### config.mk
export PLATFORM = sky130hd
export DESIGN_NAME = sram_arbiter
export DESIGN_NICKNAME = d
export VERILOG_FILES = /design/src/rtl/sram_arb_pkg.sv /design/src/rtl/sram_watchdog.sv /design/src/rtl/sram_arbiter.sv
export SDC_FILE = /design/constraint.sdc
export NUM_CORES = 1
export LEC_CHECK = 0
export CAP_MARGIN = 15
export CORE_AREA = 2 2 152 154
export DETAILED_ROUTE_END_ITERATION = 8
export DIE_AREA = 0 0 154 156
export PLACE_DENSITY = 0.47
export RECOVER_POWER = 100
export SYNTH_ARGS = -nofsm -noshare
export SYNTH_HDL_FRONTEND = slang
export SYNTH_HIERARCHICAL = 1
export SYNTH_SLANG_ARGS = --single-unit
### constraint.sdc
create_clock -name clk -period 2.5 [get_ports clk]
set_input_delay 0.625 -clock clk [delete_from_list [all_inputs] [get_ports clk]]
set_output_delay 0.625 -clock clk [all_outputs]
set_load 0.02 [all_outputs]
### src/rtl/sram_arb_pkg.sv
`default_nettype none
// ============================================================================
// Module      : sram_arb_pkg
// Description : Shared types and default constants for the two-port SRAM
//               arbiter and its watchdog.
// Revision    : 1.0 - initial release
// ============================================================================
package sram_arb_pkg;

  // Default bus widths
  localparam int ADDR_W_DEF  = 32;
  localparam int DATA_W_DEF  = 32;
  localparam int LINE_W_DEF  = 64;

  // Watchdog defaults: busy-cycle limit and counter width
  localparam int TIMEOUT_DEF = 1023;
  localparam int CNT_W       = 10;

  // Arbiter state encoding; 2'd3 is illegal and recovers to IDLE
  typedef enum logic [1:0] {
    ST_IDLE  = 2'd0,
    ST_BUSY0 = 2'd1,
    ST_BUSY1 = 2'd2
  } arb_state_t;

  // One-hot grant value presented for a given state
  function automatic logic [1:0] grant_of(input arb_state_t st);
    case (st)
      ST_BUSY0: grant_of = 2'b01;
      ST_BUSY1: grant_of = 2'b10;
      default:  grant_of = 2'b00;
    endcase
  endfunction

endpackage : sram_arb_pkg
`default_nettype wire

### src/rtl/sram_watchdog.sv
`default_nettype none
// ============================================================================
// Module      : sram_watchdog
// Description : Busy-cycle counter for the SRAM arbiter. Cleared when a
//               transaction is granted, counts every busy cycle and flags
//               expire when the count reaches TIMEOUT. TIMEOUT=0 disables it.
// Revision    : 1.0 - initial release
// ============================================================================
module sram_watchdog
  import sram_arb_pkg::*;
#(
  parameter int TIMEOUT = TIMEOUT_DEF
) (
  input  logic clk,
  input  logic rst,
  input  logic clear,
  input  logic enable,
  output logic expire
);

  generate
    if (TIMEOUT != 0) begin : g_wd_on
      logic [CNT_W-1:0] busy_cnt;

      // Busy counter: zeroed on grant, advances once per busy cycle
      always_ff @(posedge clk or negedge rst) begin
        if (!rst) begin
          busy_cnt <= '0;
        end else if (clear) begin
          busy_cnt <= '0;
        end else if (enable) begin
          busy_cnt <= busy_cnt + 1'b1;
        end
      end

      assign expire = enable && (busy_cnt == CNT_W'(TIMEOUT));
    end else begin : g_wd_off
      assign expire = 1'b0;
    end
  endgenerate

endmodule : sram_watchdog
`default_nettype wire

### src/rtl/sram_arbiter.sv
`default_nettype none
// ============================================================================
// Module      : sram_arbiter
// Description : Round-robin arbiter sharing one SRAM controller between two
//               masters. Forwards the owner's request combinationally,
//               returns sram_ready as a one-cycle pulse to the owner only and
//               aborts transactions that exceed the watchdog limit.
// Revision    : 1.0 - initial release
// ============================================================================
module sram_arbiter
  import sram_arb_pkg::*;
#(
  parameter int ADDR_W  = ADDR_W_DEF,
  parameter int DATA_W  = DATA_W_DEF,
  parameter int LINE_W  = LINE_W_DEF,
  parameter int TIMEOUT = TIMEOUT_DEF
) (
  input  logic              clk,
  input  logic              rst,
  // Port 0 (data cache)
  input  logic [ADDR_W-1:0] m0_address,
  input  logic [DATA_W-1:0] m0_wdata,
  input  logic              m0_read,
  input  logic              m0_write,
  output logic [LINE_W-1:0] m0_rdata,
  output logic              m0_ready,
  // Port 1 (fetch / DMA)
  input  logic [ADDR_W-1:0] m1_address,
  input  logic [DATA_W-1:0] m1_wdata,
  input  logic              m1_read,
  input  logic              m1_write,
  output logic [LINE_W-1:0] m1_rdata,
  output logic              m1_ready,
  // SRAM controller side
  output logic [ADDR_W-1:0] sram_address,
  output logic [DATA_W-1:0] sram_wdata,
  output logic              sram_read,
  output logic              sram_write,
  input  logic [LINE_W-1:0] sram_rdata,
  input  logic              sram_ready,
  // Status
  output logic [1:0]        grant,
  output logic              timeout_err
);

  arb_state_t state;
  logic       last_grant;
  logic       req0, req1;
  logic       busy0, busy1;
  logic       start;
  logic       expire;
  logic       timeout_hit;

  assign req0  = m0_read | m0_write;
  assign req1  = m1_read | m1_write;
  assign busy0 = (state == ST_BUSY0);
  assign busy1 = (state == ST_BUSY1);
  assign start = (state == ST_IDLE) && (req0 || req1);

  // A real completion in the expiry cycle wins over the timeout
  assign timeout_hit = expire && !sram_ready;

  // Ready goes to the owner only; expiry also completes the transaction
  assign m0_ready = busy0 && (sram_ready || expire);
  assign m1_ready = busy1 && (sram_ready || expire);

  // Read block is shared, zeroed only in the timeout cycle
  assign m0_rdata = timeout_hit ? '0 : sram_rdata;
  assign m1_rdata = timeout_hit ? '0 : sram_rdata;

  sram_watchdog #(
    .TIMEOUT (TIMEOUT)
  ) u_watchdog (
    .clk    (clk),
    .rst    (rst),
    .clear  (start),
    .enable (busy0 || busy1),
    .expire (expire)
  );

  // Forward the owner's request; write wins when both read and write are set
  always_comb begin
    sram_address = '0;
    sram_wdata   = '0;
    sram_read    = 1'b0;
    sram_write   = 1'b0;
    if (busy0) begin
      sram_address = m0_address;
      sram_wdata   = m0_wdata;
      sram_write   = m0_write;
      sram_read    = m0_read && !m0_write;
    end else if (busy1) begin
      sram_address = m1_address;
      sram_wdata   = m1_wdata;
      sram_write   = m1_write;
      sram_read    = m1_read && !m1_write;
    end
  end

  // Arbitration FSM with round-robin pointer, registered grant and sticky error
  always_ff @(posedge clk or negedge rst) begin
    if (!rst) begin
      state       <= ST_IDLE;
      grant       <= 2'b00;
      last_grant  <= 1'b1;
      timeout_err <= 1'b0;
    end else begin
      if (timeout_hit) begin
        timeout_err <= 1'b1;
      end
      case (state)
        ST_IDLE: begin
          // On a tie the port that did not win last time is served
          if (req0 && (!req1 || last_grant)) begin
            state      <= ST_BUSY0;
            grant      <= grant_of(ST_BUSY0);
            last_grant <= 1'b0;
          end else if (req1) begin
            state      <= ST_BUSY1;
            grant      <= grant_of(ST_BUSY1);
            last_grant <= 1'b1;
          end
        end
        ST_BUSY0: begin
          // Completion, timeout or owner abort all return to IDLE
          if (m0_ready || !req0) begin
            state <= ST_IDLE;
            grant <= grant_of(ST_IDLE);
          end
        end
        ST_BUSY1: begin
          if (m1_ready || !req1) begin
            state <= ST_IDLE;
            grant <= grant_of(ST_IDLE);
          end
        end
        default: begin
          state <= ST_IDLE;
          grant <= grant_of(ST_IDLE);
        end
      endcase
    end
  end

endmodule : sram_arbiter
`default_nettype wire

==> key figures <==
Outcome
  – Status: finished, violations left
  – Failing checks: negative setup slack

Worst setup path
  – Register-to-Register Path Depth: 7
  – Worst setup EP type: output port
  – Worst R2R End: u_watchdog/g_wd_on.busy_cnt[5]
  – Critical path class: register to output port
  – R2r setup slk: 0.59 ns
  – CP Max Fanout: 33
  – WP data required: 1.88 ns
  – Critical Path Start Type: register
  – RR Startpoint: state[0]
  – Arr. time, crit path: 2.08 ns

Layout
  – Synth-to-layout area growth: 171%
  – Post-Layout Cell Count: 957
  – Antenna fix cells: 0
  – Reg area: 354 um^2
  – Finished Cell Area: 0.00667 mm^2
  – Area of the multi-input gates: 0.00167 mm^2
  – Filler cell count: 2391
  – Layout cells sized above 1: 45.2%
  – Final Util: 29.8%
  – Final net count: 876

Timing
  – RSZ-0062 raised after global routing: true
  – Slew Limit Fails: 0
  – Headroom to the max-slew limit: 56.4%
  – Setup WS post-layout: -0.206 ns
  – Clk_skew: 0.00156 ns
  – Worst-Margin Slew: 0.653 ns
  – Fin crit share: 108%
  – Fin Hold WS: 0.463 ns
  – Minimum clock period: 2.71 ns
  – FMAX: 370 MHz
  – Setup Viol. Count Final: 127
  – Fin. Hold Viols: 0

Power and ir drop
  – NetSw: 2010 uW
  – Clk pwr share: 7.8%
  – Switch share: 46.0%
  – Share of power burned in registers: 6.8%
  – P_int: 2360 uW
  – Pwr dens: 656 mW/mm^2
  – Combinational power share: 85.4%
  – Leak: 0.00307 uW
  – Worst IR drop on VDD: 0.000327 V

Worst hold path
  – Hold Path Depth: 1
  – Min-Delay Endpoint: timeout_err
  – Hold_sp: timeout_err
  – Hold Path Class: register to register

Place
  – I/O Buffers: 397
  – Placement Cell Area: 0.00670 mm^2
  – Detailed-placement wirelength estimate: 14.7 mm
  – # placed instances: 935
  – Placer's final routability congestion estimate: 0.776

Floorplanning
  – Core Region: 0.0224 mm^2
  – Die ar.: 0.0240 mm^2
  – Die Wd: 154 um
  – Initial Utilization: 11.0%
  – Die height: 156 um
  – # IOs: 398
  – Rows: 55

Synthesis
  – Count leader, synth: buf_4
  – Cell accounting for the most synthesized area: a22o_1
  – Top cells by count, synth: buf_4 (65), a22o_1 (64), and2_1 (64)
  – Synth top area share: 22.8%
  – Synth async-reset ratio: 100%
  – Mapped Nets: 507
  – Synthesis Warnings: 6
  – Number of synthesized flops with an enable pin: 0
  – Top_reg_cell synth: dfrtp_1
  – Synth area leaders: a22o_1 (23%), buf_4 (20%), and2_1 (16%)
  – Mapped Area: 0.00246 mm^2
  – Cells after Synth: 304
  – Syn avg cell area: 8.08 um^2
  – Seq cells post-synth: 14
  – Seq/Total Area, Yosys: 14.3%
  – Unique masters post-synth: 34

Run
  – Max cap viols: 0

Clock network
  – Hold-fix buffers at CTS: 0
  – Clk_lat worst skew: 0.24 ns
  – CTS Sinks: 14
  – Root Driver: clkbuf_16
  – Max Root-Sink Buffers: 2
  – TritonCTS Buffers: 3
  – CTS clk-pin slew, worst paths: 0.05 ns
  – H-tree depth: 1
  – TritonCTS clock tree: done

Route
  – Final wirelength: 17.8 mm
  – Drt first-iter violations: 149
  – Routed length per instance: 18.6 um
  – Vias: 3719
  – Vias/cell: 3.89
  – Detail Route Antenna Nets: 0
  – Pre-antenna DRT Iters: 4
  – DRC viols: 0

Global route
  – Pin count of the biggest net entering global routing: 66
  – Initial antenna violation count: 1
  – First-pass GRT wire length: 23.3 mm
  – Number of global-route vias before repair: 3874
  – GR Overflow Total: 0
  – Global Route Usage Sum: 12.6%
## metrics by stage
| stage | power, uW | setup WS [ns] | setup TNS [ns] |
|---|---|---|---|
| 2_1_floorplan | 2190 | -0.0283 | -1.64 |
| 5_1_grt | 4590 | -0.308 | -27.68 |
| 4_1_cts | 4160 | -0.233 | -23.20 |
| 3_5_place_dp | 4030 | -0.538 | -62.06 |
| 3_3_place_gp | 4020 | -0.529 | -60.49 |
| 6_report | 4370 | -0.206 | -14.93 |
## power by group through the flow
stage / combinational [uW] / sequential, uW / clock [uW]
6_report: 3740 / 297 / 340
5_1_grt: 3930 / 301 / 363
4_1_cts: 3520 / 297 / 348
3_5_place_dp: 3730 / 300 / 0
3_3_place_gp: 3720 / 298 / 0
2_1_floorplan: 1860 / 326 / 0
## final cells by class
class,count,share of cell area (%)
inverters,5,0.282
repair buffers,453,62.7
multi-input cells,196,25.0
clock buffers,4,1.33
well taps,285,5.35
flip-flops and latches,14,5.31
## repair_timing
action / 4_1_cts / 5_1_grt
gates cloned: 1 / 6
endpoints found under the setup margin: 184 / 188
buffers inserted: 0 / 14
pin swaps: 2 / 7
resized for setup: 400 / 280
## state kept, by name (all words and copies together), names as in the netlist
register / flops
last_grant: 1
timeout_err: 1
u_watchdog/g_wd_on.busy_cnt: 10
state: 2
## cells in the final DEF (no fill, tap or decap), types with 3 or more instances in the layout
| cell type | count |
|---|---|
| a21oi_1 | 5 |
| o21a_1 | 3 |
| clkdlybuf4s15_2 | 3 |
| clkbuf_16 | 6 |
| o211ai_1 | 5 |
| nand2_1 | 4 |
| a22o_1 | 63 |
| ha_4 | 3 |
| dfrtp_1 | 11 |
| inv_1 | 3 |
| o31ai_1 | 4 |
| buf_6 | 42 |
| or4_1 | 4 |
| nor2b_4 | 3 |
| and2_4 | 59 |
| dlygate4sd2_1 | 31 |
| buf_12 | 16 |
| and2_2 | 3 |
| clkbuf_2 | 35 |
| xor2_1 | 3 |
| nand3_1 | 3 |
| nor2_1 | 7 |
| buf_8 | 3 |
| buf_2 | 48 |
| clkdlybuf4s50_1 | 199 |
| o21ai_0 | 5 |
| buf_4 | 70 |
## cells by family after synthesis
logic type	after synthesis	synth area share, %
adder cells (fa/ha/maj)	4	2.04
flip-flops	14	14.3
XOR/XNOR	4	1.43
AND/OR/NAND/NOR	97	24.3
AO/OA/AOI/OAI	90	29.8
buffers and inverters	94	27.7
multiplexers	1	0.407
## how the worst max path moves through the flow
stage	start	endpoint	cells after the start
floorplan	state[0]	m1_rdata[13]	10
CTS	state[1]	m1_rdata[1]	8
finish	state[1]	m1_rdata[1]	8
detailed placement	sram_ready	m0_rdata[2]	5
global placement	sram_ready	m0_rdata[63]	5
global route	state[0]	m0_rdata[1]	8
## critical path, stage by stage, from the launching register on
cell	delay, ns
dfrtp_2	0.36
inv_2	0.05
ha_4	0.27
nand2_4	0.06
nor4_4	0.30
nand2b_4	0.11
buf_12	0.17
and2_1	0.17
dlygate4sd2_1	0.31
## metal layers
metal / vias up / track usage, % / share of wire [%]
li1: 1750 / - / -
met1: 1699 / 13.0 / 35
met2: 256 / 26.4 / 56
met3: 14 / 2.56 / 7.5
met4: 0 / 1.60 / 1.4
met5: - / 0 / 0
Note: power is estimated with default switching activity, not from simulation.
